[config.mk]
export PLATFORM = sky130hd
export DESIGN_NAME = slice_write_sched
export DESIGN_NICKNAME = d
export VERILOG_FILES = /design/src/rtl/slice_sched_pkg.sv /design/src/rtl/slice_write_sched_rr_arb.sv /design/src/rtl/slice_write_sched.sv
export SDC_FILE = /design/constraint.sdc
export NUM_CORES = 1
export LEC_CHECK = 0
export CORE_MARGIN = 1
export CORE_UTILIZATION = 41
export DETAILED_ROUTE_END_ITERATION = 12
export PLACE_DENSITY = 0.74
export SLEW_MARGIN = 20
export SYNTH_ARGS = -nofsm -noshare
export SYNTH_HDL_FRONTEND = slang
export SYNTH_SLANG_ARGS = --single-unit
[constraint.sdc]
create_clock -name i_clk -period 1.2 [get_ports i_clk]
set_input_delay 0.18 -clock i_clk [delete_from_list [all_inputs] [get_ports i_clk]]
set_output_delay 0.18 -clock i_clk [all_outputs]
set_load 0.1 [all_outputs]
[src/rtl/slice_sched_pkg.sv]
// Shared types and helpers for the slice write scheduler: FSM states,
// the slice mask encoding and the slice width derived from register width.
package slice_sched_pkg;

  typedef enum logic [1:0] {
    IDLE = 2'd0,
    LO   = 2'd1,
    HI   = 2'd2,
    ACK  = 2'd3
  } state_e;

  typedef logic [1:0] mask_t;

  localparam mask_t MASK_LO = 2'b01;
  localparam mask_t MASK_HI = 2'b10;

  function automatic int slice_w(input int w);
    return w / 2;
  endfunction

endpackage

[src/rtl/slice_write_sched_rr_arb.sv]
// Combinational round-robin picker: first requester at or after ptr,
// wrapping modulo N_REQ. Returns a one-hot grant and its binary index.
module rr_arb #(
  parameter int N_REQ = 2,
  parameter int IW    = $clog2(N_REQ)
) (
  input  logic [N_REQ-1:0] req,
  input  logic [IW-1:0]    ptr,
  output logic [N_REQ-1:0] gnt,
  output logic [IW-1:0]    idx
);

  logic found;

  always_comb begin
    gnt   = '0;
    idx   = '0;
    found = 1'b0;
    // Indices at or above the pointer take priority, then wrap to the bottom.
    for (int k = 0; k < N_REQ; k++) begin
      if (!found && req[k] && (k >= int'(ptr))) begin
        found  = 1'b1;
        gnt[k] = 1'b1;
        idx    = IW'(k);
      end
    end
    for (int k = 0; k < N_REQ; k++) begin
      if (!found && req[k] && (k < int'(ptr))) begin
        found  = 1'b1;
        gnt[k] = 1'b1;
        idx    = IW'(k);
      end
    end
  end

endmodule

[src/rtl/slice_write_sched.sv]
// Round-robin write scheduler for a W-bit register written as two half slices.
//   state | meaning
//   IDLE  | waiting for a request; picks owner and latches its mask/data
//   LO    | writes LSB slice from latched data
//   HI    | writes MSB slice from latched data
//   ACK   | one-cycle ack to owner, advance round-robin pointer
module slice_write_sched
  import slice_sched_pkg::*;
#(
  parameter int N_REQ = 2,
  parameter int W     = 8
) (
  input  logic               i_clk,
  input  logic               i_rst,
  input  logic [N_REQ-1:0]   i_req,
  input  logic [2*N_REQ-1:0] i_mask,
  input  logic [W*N_REQ-1:0] i_wdata,
  output logic [N_REQ-1:0]   o_gnt,
  output logic [N_REQ-1:0]   o_ack,
  output logic               o_busy,
  output logic [W-1:0]       o_data
);

  localparam int SW = slice_w(W);
  localparam int IW = $clog2(N_REQ);

  state_e           state;
  logic [IW-1:0]    ptr;
  logic [IW-1:0]    lat_idx;
  mask_t            lat_mask;
  logic [W-1:0]     lat_data;
  logic [W-1:0]     data_q;

  logic [N_REQ-1:0] pick_gnt;
  logic [IW-1:0]    pick_idx;
  mask_t            pick_mask;
  logic [W-1:0]     pick_data;

  rr_arb #(.N_REQ(N_REQ), .IW(IW)) u_arb (
    .req (i_req),
    .ptr (ptr),
    .gnt (pick_gnt),
    .idx (pick_idx)
  );

  // One-hot select of the picked requester's mask and data.
  always_comb begin
    pick_mask = '0;
    pick_data = '0;
    for (int k = 0; k < N_REQ; k++) begin
      if (pick_gnt[k]) begin
        pick_mask = i_mask[2*k +: 2];
        pick_data = i_wdata[k*W +: W];
      end
    end
  end

  always_ff @(posedge i_clk) begin
    if (i_rst) begin
      state    <= IDLE;
      ptr      <= '0;
      lat_idx  <= '0;
      lat_mask <= '0;
      lat_data <= '0;
      data_q   <= '0;
      o_gnt    <= '0;
      o_ack    <= '0;
      o_busy   <= 1'b0;
    end else begin
      o_ack <= '0;
      case (state)
        IDLE: begin
          if (|i_req) begin
            lat_idx  <= pick_idx;
            lat_mask <= pick_mask;
            lat_data <= pick_data;
            o_gnt    <= pick_gnt;
            o_busy   <= 1'b1;
            if ((pick_mask & MASK_LO) != 2'b00) begin
              state <= LO;
            end else if ((pick_mask & MASK_HI) != 2'b00) begin
              state <= HI;
            end else begin
              state <= ACK;
              o_ack <= pick_gnt;
            end
          end
        end
        LO: begin
          data_q[SW-1:0] <= lat_data[SW-1:0];
          if ((lat_mask & MASK_HI) != 2'b00) begin
            state <= HI;
          end else begin
            state <= ACK;
            o_ack <= o_gnt;
          end
        end
        HI: begin
          data_q[W-1:SW] <= lat_data[W-1:SW];
          state          <= ACK;
          o_ack          <= o_gnt;
        end
        ACK: begin
          state  <= IDLE;
          o_gnt  <= '0;
          o_busy <= 1'b0;
          ptr    <= (lat_idx == IW'(N_REQ-1)) ? '0 : lat_idx + 1'b1;
        end
        default: state <= IDLE;
      endcase
    end
  end

  assign o_data = data_q;

endmodule

# After elaboration in Yosys (flattened, before gate mapping)
# Index checks and enable logic that the tools add are counted.
# totals
input_bits,24
word_cells,52
regBits,27
output_inout_bits,13
# op_classes
n_mux,24
n_lt_le_gt_ge,2
eq_ne,4
add_sub_neg,1
n_reduce_logical,11
# ops
operator,n
$mux 2,9
$mux 8,2
$mux 1,9
$pmux 2 s4,1
$pmux 2 s3,1
$eq 2x2->1 const B,2
$logic_and 1x1->1,4
$pmux 2 s2,1
$reduce_and 2->1,2
$eq 2x1->1 const B,1
$logic_not 1->1,2
$logic_not 2->1,1
$ne 2x2->1 const B,1
$pmux 1 s2,1
$reduce_bool 2->1,1
$reduce_or 2->1,1
$add 1x1->1 const B,1
$ge 1x1->1 const A,1
$lt 1x1->1 const A,1

# Depth between registers and ports, before layout
# Gate-level depths: netlist (run 1).
# logic_depth
word_depth,16
ltp_mapped,6
ltp_nobuf,5

# Cells and area by module
# A second synthesis (run 1) with hierarchy kept.
# unflattened
hier_cells,129
area_unflattened_um2,1172.4
# by_module_without_submodules
module,seq_area_each_um2,area_each_um2,n_inst,cells_per_inst
slice_write_sched,520.5,1146.1,1,125
rr_arb,0.0,26.3,1,4

# Least setup slack after synthesis (run 1)
# No wires, ideal clock.
# synth_timing
kind,flip-flop to flip-flop
startpoint,register o_gnt[1]
endpoint,register o_ack[1]
path_slack_ps,-229
path_stages_with_launch,3
required_time_ps,1114
setup_ps,86
t_arrival_ps,1343
synth_period_minus_slack_ps,1429
path_buffers,0
cell_sequence,dfxtp_1 o21ai_0 a211oi_1
# synth_between
elab_chain_len,2
# synth_lines
element,line,source
"start, declared",slice_write_sched.sv:18,"output logic [N_REQ-1:0] o_gnt,"
"start signal, assigned",slice_write_sched.sv:77,o_gnt <= pick_gnt;
$mux 2,slice_write_sched.sv:91,if ((lat_mask & MASK_HI) != 2'b00) begin
$pmux 2 s3 *,slice_write_sched.sv:71,case (state)
"end signal, assigned",slice_write_sched.sv:85,o_ack <= pick_gnt;
"end signal, assigned",slice_write_sched.sv:95,o_ack <= o_gnt;
"end signal, assigned",slice_write_sched.sv:101,o_ack <= o_gnt;
"end, declared",slice_write_sched.sv:19,"output logic [N_REQ-1:0] o_ack,"
# Mark *: on every way between the ends. The rest lies on a longest branch, timed or not.
# A chain may end at the register's enable or synchronous reset.

# Final worst setup path (run 1)
# layout_timing
startpoint,register state[1]
endpoint,register state[0]
# layout_between
elab_chain_len,2
word_cells_on_any_way,6
cone_classes,eq/ne: 4; mux: 1; reduce/logical: 1
# layout_lines
element,line,source
"start, declared",slice_write_sched.sv:27,state_e state;
"start signal, assigned",slice_write_sched.sv:60,state <= IDLE;
"start signal, assigned",slice_write_sched.sv:80,state <= LO;
"start signal, assigned",slice_write_sched.sv:82,state <= HI;
"$eq 2x2->1, or another cell as far along",slice_write_sched.sv:71,
$pmux 2 s4 or $ne 2x2->1 (tied branches),n/a,
# Several ways; a longest one is shown, not always the timed one.

==> summary.md, run 1 <==
| Metric | Value |
|---|---|
| CP max FO | 6 |
| Worst EP required | 1.42 ns |
| FF/Latch Area | 540.5 sq um |
| Die area | 3144 sq um |
| Final setup viols | 3 |
| GRT Util Overall | between 20% and 30% |
| Yosys warns | 0 |
| Crit end category | register |
| I/O pin cnt | 37 |
| CP peak stage delay | 0.39 ns |
| Clk slew on worst S/H paths | 0.14 ns |
| Routability congestion estimate | 0.9007 |
| Synth unique cells | 35 |
| Synth Net Count | 157 |
| Outcome | complete, but fails checks |
| Endpoints failing hold | 0 |
| Post-synthesis compound-gate area fraction | 25.99% |
| Final Max Slew Viols | 0 |
| Drt first-iter violations | 67 |
| Synth Area in XOR/XNOR | 0% |
| Fmax | 807.9 MHz |
| Area growth syn-to-layout | 74.53% |
| Sequential cell area fraction in the yosys report | a little over two fifths |
| Hold WC Path Type | in2reg |
| Vias in the first global route | ~1100 |
| Vias post-DR | 1242 |
| Post-Syn Area | 1199 sq um |
| Reg2reg setup slack | -0.04 ns |
| Instance count of the mapped netlist | 129 |
| Multiplexer area fraction after synthesis | 7.516% |
| Area share of fa/ha/maj cells after synthesis | 4.175% |
| Row cnt | 19 |
| Largest family of logic cells by synthesized area | compound AO/OA/AOI/OAI gates |
| Area of the multi-input gates | ~770 sq um |
| Nets | 210 |
| Final worst slack | -0.03779 ns |
| Fill count | between 150 and 200 |
| Initial antenna violation count | 0 |
| Max_slew headroom | 80.73% |
| First-pass GRT wire length | 5099 microns |
| HPWL Detailed | 2346 microns |
| Die width | 56.07 microns |
| Power per cell area | 2167 nW/um^2 |
| Worst path cell trace | inv_4 > ha_4 > buf_6 > o31a_1 > o41a_1 |
| Initial Utilization | 43.47% |
| Worst reg2reg path depth | 5 |
| Synth cell count leaders | dfxtp_1 (26), nor2_1 (13), o21ai_0 (13), a21oi_1 (12), mux2i_1 (9) |
| Synth Flop Type | dfxtp_1 |
| Longest Clk Path Bufs | 2 |
| Worst-case vdd ir drop | 0.001554 V |
| Tcrit/Tclk final | 103.1% |
| Pre-CTS setup slack | -0.4130 ns |
| Maxcap violations | 0 |
| Post-Synth Simple-Gate Area | between 10% and 20% |
| TritonCTS clock tree | done |
| Post-route DRC violation count | 0 |
| Failing checks | negative setup slack |
| Leak | 0.8075 nW |
| WP data arrival | 1.45 ns |
| Post-CTS Hold Buffers | 0 |
| Crit-path slowest cell | dfxtp_4 |
| Share of cells above drive strength 1 | a little under half |
| Clk sinks | 26 |
| Pre-antenna DRT Iters | 4 |
| Number of flops mapped to enable cells by yosys | 0 |
| Core Area | 2758 sq um |
| H-tree Lvls | 1 |
| Synth area leader | dfxtp_1 |
| TritonCTS buffer count | 3 |
| Buffers on Ports | 36 |
| Most common cell in the synthesized netlist | dfxtp_1 |
| Final ANT Viol Nets | 0 |
| Crit path kind | reg2reg |
| Ys async rst share | 0% |
| RSZ-0062 raised after global routing | yes |
| Yosys reg bits | 26 |
| Clock skew | about 0.007 ns |
| Yosys top cell area share | between 40 and 50% |
| Final wirelength | about 3600 microns |
| Largest net degree at the start of global routing | 14 |
| Die Ht | around 56 microns |
| Avg Inst Size Synth | about 9.3 sq um |
| Congestion Overflow GR | 0 |
| Via-per-instance ratio | 5.886 |
| Later-pin clock latency in the skew report | approximately 0.33 ns |
| Largest cells by area after synthesis | dfxtp_1 (43%), mux2i_1 (7.5%), o32ai_1 (5.8%) |
| Avg WL per Cell | 17.18 microns |
| Final core utilization | 75.86% |
| Measured slew at the worst slew-check pin | 0.2859 ns |
| Worst Hold Depth | 4 |
| Startpoint Class | register |
| # diodes | 0 |
| CTS root buffer | clkbuf_4 |
| Tmin final | around 1.2 ns |
## critical path, delay by kind of cell, from the launching register on
family | cells | cell delay, ns
adder cells (fa/ha/maj) | 1 | 0.18
AO/OA/AOI/OAI | 2 | 0.38
flip-flops | 1 | 0.39
buffers and inverters | 2 | 0.18
## per-layer routing
layer | vias to the layer above | wire [microns] | track usage, %
met5 | - | 0 | 0
met4 | 0 | 102 | 8.362
met3 | 11 | 200 | 2.791
met2 | 54 | 1813 | 33.67
met1 | 608 | 1509 | 27.60
li1 | 569 | - | -
## layout make-up
| cell class | instances | area share (%) |
|---|---|---|
| timing repair buffer | 59 | 33.43 |
| tap | 31 | 1.854 |
| sequential | 26 | 25.84 |
| multi-input combinational | 86 | 36.60 |
| clock buffer | 3 | 1.077 |
| inverter | 6 | 1.196 |
## layout by cell type, fill, tap and decap left out, types with 3 or more instances in the layout
| cell type | instances |
|---|---|
| nand2_1 | 3 |
| buf_12 | 14 |
| o32ai_2 | 9 |
| o21ai_0 | 11 |
| a21oi_1 | 9 |
| buf_6 | 3 |
| ha_4 | 3 |
| buf_4 | 18 |
| clkbuf_4 | 3 |
| nor2_1 | 12 |
| dfxtp_1 | 12 |
| dfxtp_2 | 13 |
| a21oi_2 | 3 |
| mux2i_1 | 9 |
| inv_1 | 3 |
| clkdlybuf4s50_1 | 21 |
## cell families after synthesis
logic type / after synthesis
compound gates: 45
fa+ha+maj: 4
buf+inv: 17
flops: 26
mux: 9
simple gates: 28
## state kept, by name (all words and copies together) (netlist names)
| signal | flops |
|---|---|
| o_ack | 2 |
| o_gnt | 2 |
| o_busy | 1 |
| lat_data | 8 |
| ptr | 1 |
| lat_mask | 1 |
| state | 2 |
| o_data | 8 |
| lat_idx | 1 |
## where the power goes
part	internal, W	switching, W
clock network	0.000118	0.000253
logic	0.00132	0.00150
registers	0.00114	0.000204
total	0.00257	0.00196
## what timing repair did
| action | in CTS | in global routing |
|---|---|---|
| buffers inserted | 3 | 3 |
| endpoints found under the hold margin | 0 | 0 |
| endpoints found under the setup margin | 14 | 17 |
| pin swaps | 1 | 7 |
| cloned | 0 | 0 |
| resized for setup | 7 | 34 |
## stage by stage
step / TNS, ns / std cells / hold slack, ns / cell area, sq um / power [W]
global placement: -4.711 / 202 / 0.4692 / 1837 / 0.003531
global route: -0.6229 / 211 / 0.4399 / 2092 / 0.004735
floorplan: -0.02448 / 129 / 0.3772 / 1267 / 0.002801
CTS: -0.02447 / 208 / 0.4681 / 1906 / 0.004036
finish: -0.08137 / 211 / 0.4143 / 2092 / 0.004534
detailed placement: -5.311 / 202 / 0.4877 / 1837 / 0.003574
## final timing paths
path             from  endpoint
max          state[1]  state[0]
min          i_req[1]  o_gnt[1]
max reg2reg  state[1]  state[0]
min reg2reg  o_gnt[1]  o_gnt[1]
No activity file was read; power rests on OpenSTA's default activity.
==> inputs of run 2 (changes only) <==
--- a/config.mk
+++ b/config.mk
@@ -6,9 +6,10 @@
 export NUM_CORES = 1
 export LEC_CHECK = 0
 export CORE_MARGIN = 1
-export CORE_UTILIZATION = 41
+export CORE_UTILIZATION = 43
+export CTS_BUF_LIST = sky130_fd_sc_hd__clkbuf_8
 export DETAILED_ROUTE_END_ITERATION = 12
-export PLACE_DENSITY = 0.74
+export PLACE_DENSITY = 0.77
 export SLEW_MARGIN = 20
 export SYNTH_ARGS = -nofsm -noshare
 export SYNTH_HDL_FRONTEND = slang
==> summary.md, run 2 (synthesis gave the netlist of run 1 again) <==
| Metric | Value |
|---|---|
| Most common cell after layout, fill and taps aside | clkdlybuf4s50_1 |
| Post-route DRC violation count | 0 (unchanged) |
| Initial Utilization | 47.10% (+3.6 points) |
| # diodes | 0 (unchanged) |
| Endpoints failing hold | 0 (unchanged) |
| Die area | 3002 sq um (-4.5%) |
| Post-CTS Hold Buffers | 0 (unchanged) |
| Final setup viols | 8 (+5) |
| Clk sinks | 26 (unchanged) |
| Final wirelength | 4134 microns (+14%) |
| Power per cell area | 2224 nW/um^2 (+2.6%) |
| Worst Hold Depth | 2 (-2) |
| Max layer used | met4 |
| RSZ-0062 raised after global routing | yes |
| Buffers on Ports | 36 (unchanged) |
| Leak | 0.8033 nW (-0.52%) |
| Via-per-instance ratio | 6.043 (+2.7%) |
| Metal-1 WL | 1677 microns (+11%) |
| Final Max Slew Viols | 0 (unchanged) |
| Worst reg2reg path depth | 5 (unchanged) |
| Clk slew on worst S/H paths | 0.09 ns (-0.05 ns) |
| DR WL met3 | 257 microns (+28%) |
| Worst-case vdd ir drop | 0.002221 V (+43%) |
| Tmin final | 1.259 ns (+0.02117 ns) |
| Failing checks | negative setup slack |
| Hold WC Path Type | reg2reg |
| I/O pin cnt | 37 (unchanged) |
| Die width | 54.80 microns (-2.3%) |
| Drt first-iter violations | 47 (-30%) |
| Nets | 211 (+0.48%) |
| TritonCTS clock tree | done |
| Fill count | 126 (-32%) |
| Met2 routed WL | 2050 microns (+13%) |
| TritonCTS buffer count | 3 (unchanged) |
| Startpoint Class | register |
| Final core utilization | 83.04% (+7.2 points) |
| GRT Util Overall | 26.12% (+5.4 points) |
| Max_slew headroom | 74.26% (-6.5 points) |
| Crit path kind | reg2reg |
| Maxcap violations | 0 (unchanged) |
| First-pass GRT wire length | 5506 microns (+8.0%) |
| Share of cells above drive strength 1 | 46.96% (-0.26 points) |
| HPWL Detailed | 2475 microns (+5.5%) |
| Initial antenna violation count | 0 (unchanged) |
| Clock skew | 0.003587 ns (-0.003552 ns) |
| Final worst slack | -0.05897 ns (-0.02117 ns) |
| Pre-antenna DRT Iters | 4 (unchanged) |
| Most frequent cells in the layout | clkdlybuf4s50_1 (21), buf_4 (18), buf_12 (13) |
| Largest net degree at the start of global routing | 14 (unchanged) |
| Measured slew at the worst slew-check pin | 0.3861 ns (+0.1001 ns) |
| Fmax | 794.3 MHz (-1.7%) |
| Die Ht | 54.80 microns (-2.3%) |
| Routability congestion estimate | 0.8538 (-5.2%) |
| WP data arrival | 1.45 ns (about the same) |
| CP max FO | 6 (unchanged) |
| Worst Hold Slack | 0.5058 ns (+0.09148 ns) |
| Longest Clk Path Bufs | 2 (unchanged) |
| H-tree Lvls | 1 (unchanged) |
| Final ANT Viol Nets | 0 (unchanged) |
| Later-pin clock latency in the skew report | 0.27 ns (-0.06 ns) |
| Core Area | 2545 sq um (-7.7%) |
| Outcome | complete, but fails checks |
| Avg WL per Cell | 19.59 microns (+14%) |
| Area growth syn-to-layout | 76.31% |
| Vias in the first global route | 1155 (+4.6%) |
| Vias post-DR | 1275 (+2.7%) |
| Crit end category | register |
| Congestion Overflow GR | 0 (unchanged) |
| Tcrit/Tclk final | 104.9% (+1.8 points) |
| Row cnt | 18 (-1) |
| CTS root buffer | clkbuf_8 |
| Worst EP required | 1.39 ns (-0.03 ns) |
-- run 2: layout make-up --
cell class	instances	area, sq um	area share (%)
sequential	26	543.0	25.70
multi-input combinational	87	785.8	37.18
timing repair buffer	59	680.7	32.21
tap	30	37.54	1.776
clock buffer	3	41.29	1.954
inverter	6	25.02	1.184
-- run 2: critical path, cell delays in order, from the launching register on --
cell     delay (ns)
dfxtp_2        0.34
inv_2          0.09
ha_4           0.22
nor3b_4        0.25
o21ai_1        0.11
a21oi_1        0.18
-- run 2: repair_timing --
action / CTS / global route
setup buffers: 0 / 3
endpoints found under the setup margin: 15 / 17
pin swaps: 1 / 3
cloned: 0 / 1
resized for setup: 13 / 40
-- run 2: routing by layer --
layer | vias up | GRT usage (%)
li1 | 577 | -
met2 | 62 | 42.17
met1 | 618 | 33.44
met5 | - | 0
met4 | 0 | 13.25
met3 | 18 | 3.611
-- run 2: worst paths after layout --
path                               start       end  slack [ns]
worst max-delay path            state[0]  o_gnt[0]       -0.06
worst min-delay path              o_busy    o_busy        0.51
worst max register to register  state[0]  o_gnt[0]       -0.06
worst min register to register    o_busy    o_busy        0.51
-- run 2: through the flow --
| step | total power (W) | cell area, sq um | cells | setup TNS (ns) | worst slack, ns |
|---|---|---|---|---|---|
| 2_1_floorplan | 0.002801 | 1267 | 129 | -0.02448 | -0.02448 |
| 3_3_place_gp | 0.003586 | 1858 | 204 | -5.069 | -0.3717 |
| 3_5_place_dp | 0.003652 | 1858 | 204 | -6.033 | -0.4011 |
| 4_1_cts | 0.004241 | 1956 | 207 | -0.01762 | -0.01762 |
| 5_1_grt | 0.004881 | 2113 | 211 | -0.9701 | -0.1128 |
| 6_report | 0.004701 | 2113 | 211 | -0.2614 | -0.05897 |
-- run 2: where the power goes --
part	internal, W	leakage (nW)	switching, W
registers	0.00114	0.220	0.000225
logic	0.00130	0.562	0.00154
clock network	0.000225	0.0216	0.000277
==> inputs of run 3 (changes only) <==
--- a/config.mk
+++ b/config.mk
@@ -8,8 +8,10 @@
 export CORE_MARGIN = 1
 export CORE_UTILIZATION = 43
 export CTS_BUF_LIST = sky130_fd_sc_hd__clkbuf_8
+export CTS_CLUSTER_DIAMETER = 60
 export DETAILED_ROUTE_END_ITERATION = 12
 export PLACE_DENSITY = 0.77
+export REMOVE_ABC_BUFFERS = 1
 export SLEW_MARGIN = 20
 export SYNTH_ARGS = -nofsm -noshare
 export SYNTH_HDL_FRONTEND = slang
==> summary.md, run 3 (synthesis gave the netlist of run 1 again) <==
| Metric | Value |
|---|---|
| Outcome | complete, but fails checks |
| Failing checks | negative setup slack |
| Initial Utilization | 47.10% (unchanged) |
| Final wirelength | 3433 microns (-17%) |
| Most frequent cells in the layout | dfxtp_1 (23), clkdlybuf4s50_1 (22), buf_12 (14), buf_4 (14), nor2_1 (12) |
| Post-route DRC violation count | 0 (unchanged) |
| Longest Clk Path Bufs | 2 (unchanged) |
| Nets | 207 (-1.9%) |
| WP data arrival | 1.41 ns (-0.04 ns) |
| Crit path kind | reg2reg |
| Avg WL per Cell | 16.50 microns (-16%) |
| Buffers on Ports | 36 (unchanged) |
| CP peak stage delay | 0.36 ns (+0.02 ns) |
| Final ANT Viol Nets | 0 (unchanged) |
| Share of cells above drive strength 1 | 39.89% (-7.1 points) |
| CTS root buffer | clkbuf_8 |
| First-pass GRT wire length | 5161 microns (-6.3%) |
| Worst path cell trace | inv_2 > ha_4 > buf_6 > o31a_1 > o41a_1 |
| Pre-antenna DRT Iters | 4 (unchanged) |
| Die area | 3002 sq um (unchanged) |
| Post-CTS Hold Buffers | 0 (unchanged) |
| Tcrit/Tclk final | 104.4% (-0.52 points) |
| Crit-path slowest cell | dfxtp_2 |
| Final setup viols | 4 (-4) |
| Clk sinks | 26 (unchanged) |
| Clock skew | 0.005503 ns (+0.001917 ns) |
| Area of the multi-input gates | 753.2 sq um (-4.1%) |
| Worst-case vdd ir drop | 0.001733 V (-22%) |
| Via-per-instance ratio | 5.663 (-6.3%) |
| FF/Latch Area | 526.8 sq um (-3.0%) |
| Pre-CTS setup slack | -0.4047 ns (-0.003661 ns) |
| Tmin final | 1.253 ns (-0.006270 ns) |
| Tot Pwr | 0.004621 W (-1.7%) |
| Hold WC Path Type | reg2reg |
| Measured slew at the worst slew-check pin | 0.3150 ns (-0.07106 ns) |
| Area growth syn-to-layout | 74.11% |
| GRT Util Overall | 23.98% (-2.1 points) |
| Core Area | 2545 sq um (unchanged) |
| Endpoints failing hold | 0 (unchanged) |
| Worst EP required | 1.35 ns (-0.04 ns) |
| RSZ-0062 raised after global routing | yes |
| TritonCTS clock tree | done |
| Fmax | 798.3 MHz (+0.50%) |
| Power per cell area | 2214 nW/um^2 (-0.47%) |
| Setup TNS | -0.1160 ns (+0.1454 ns) |
| Initial antenna violation count | 0 (unchanged) |
| Final Max Slew Viols | 0 (unchanged) |
| H-tree Lvls | 1 (unchanged) |
| Die width | 54.80 microns (unchanged) |
| CP max FO | 11 (+5) |
| Most common cell after layout, fill and taps aside | dfxtp_1 |
| Vias post-DR | 1178 (-7.6%) |
| Crit end category | register |
| Max_slew headroom | 79.00% (+4.7 points) |
| Clk slew on worst S/H paths | 0.09 ns (about the same) |
| TritonCTS buffer count | 3 (unchanged) |
| Startpoint Class | register |
| Maxcap violations | 0 (unchanged) |
| Vias in the first global route | 1200 (+3.9%) |
| Final worst slack | -0.05270 ns (+0.006270 ns) |
| Worst Hold Slack | 0.5091 ns (+0.003281 ns) |
| # diodes | 0 (unchanged) |
| Row cnt | 18 (unchanged) |
| Later-pin clock latency in the skew report | 0.27 ns (about the same) |
| Leak | 0.7870 nW (-2.0%) |
| Final core utilization | 82.01% (-1.0 points) |
| I/O pin cnt | 37 (unchanged) |
| Die Ht | 54.80 microns (unchanged) |
| Fill count | 139 (+10%) |
| Routability congestion estimate | 0.8463 (-0.88%) |
| Largest net degree at the start of global routing | 16 (+2) |
| Congestion Overflow GR | 0 (unchanged) |
| Drt first-iter violations | 20 (-57%) |
| HPWL Detailed | 2363 microns (-4.5%) |
run 3: critical path, delay by kind of cell, from the launching register on:
family | cells | cell delay, ns
AOI/OAI and AO/OA | 2 | 0.40
adders and majority gates | 1 | 0.18
buffers and inverters | 2 | 0.20
DFF | 1 | 0.36
run 3: repair_timing:
item | CTS | global route
setup endpoints to repair | 20 | 23
buffers inserted | 2 | 0
pin swaps | 1 | 6
gates cloned | 0 | 0
gates resized for setup | 23 | 27
run 3: power breakdown:
group          switching [W]  leakage (nW)  internal (W)
sequential          0.000205         0.215       0.00112
combinational        0.00143         0.536       0.00115
clock               0.000277        0.0357      0.000446
run 3: metal layers:
layer  vias to the layer above  GRT usage [%]  wire length, microns
met2                        41          44.78                  1867
met4                         0          8.120                    13
met5                         -              0                     0
met3                         2          3.611                   144
li1                        565              -                     -
met1                       570          27.05                  1407
run 3: layout make-up:
class,count,area share [%]
Clock inverter,1,1.439
Timing Repair Buffer,56,32.13
Inverter,6,1.319
Tap cell,30,1.799
Clock buffer,3,1.978
Multi-Input combinational cell,86,36.09
Sequential cell,26,25.24
run 3: worst paths after layout:
path	endpoint	start	slack [ns]	cells after the start
min	o_data[4]	lat_data[4]	0.51	2
max	state[0]	state[0]	-0.05	5
max reg2reg	state[0]	state[0]	-0.05	5
min reg2reg	o_data[4]	lat_data[4]	0.51	2
run 3: per-stage QoR:
stage	cell area, sq um	instances
after detailed placement	1812	203
final	2087	208
after floorplan	1129	118
after global placement	1812	203
after global routing	2087	208
after CTS	1974	209
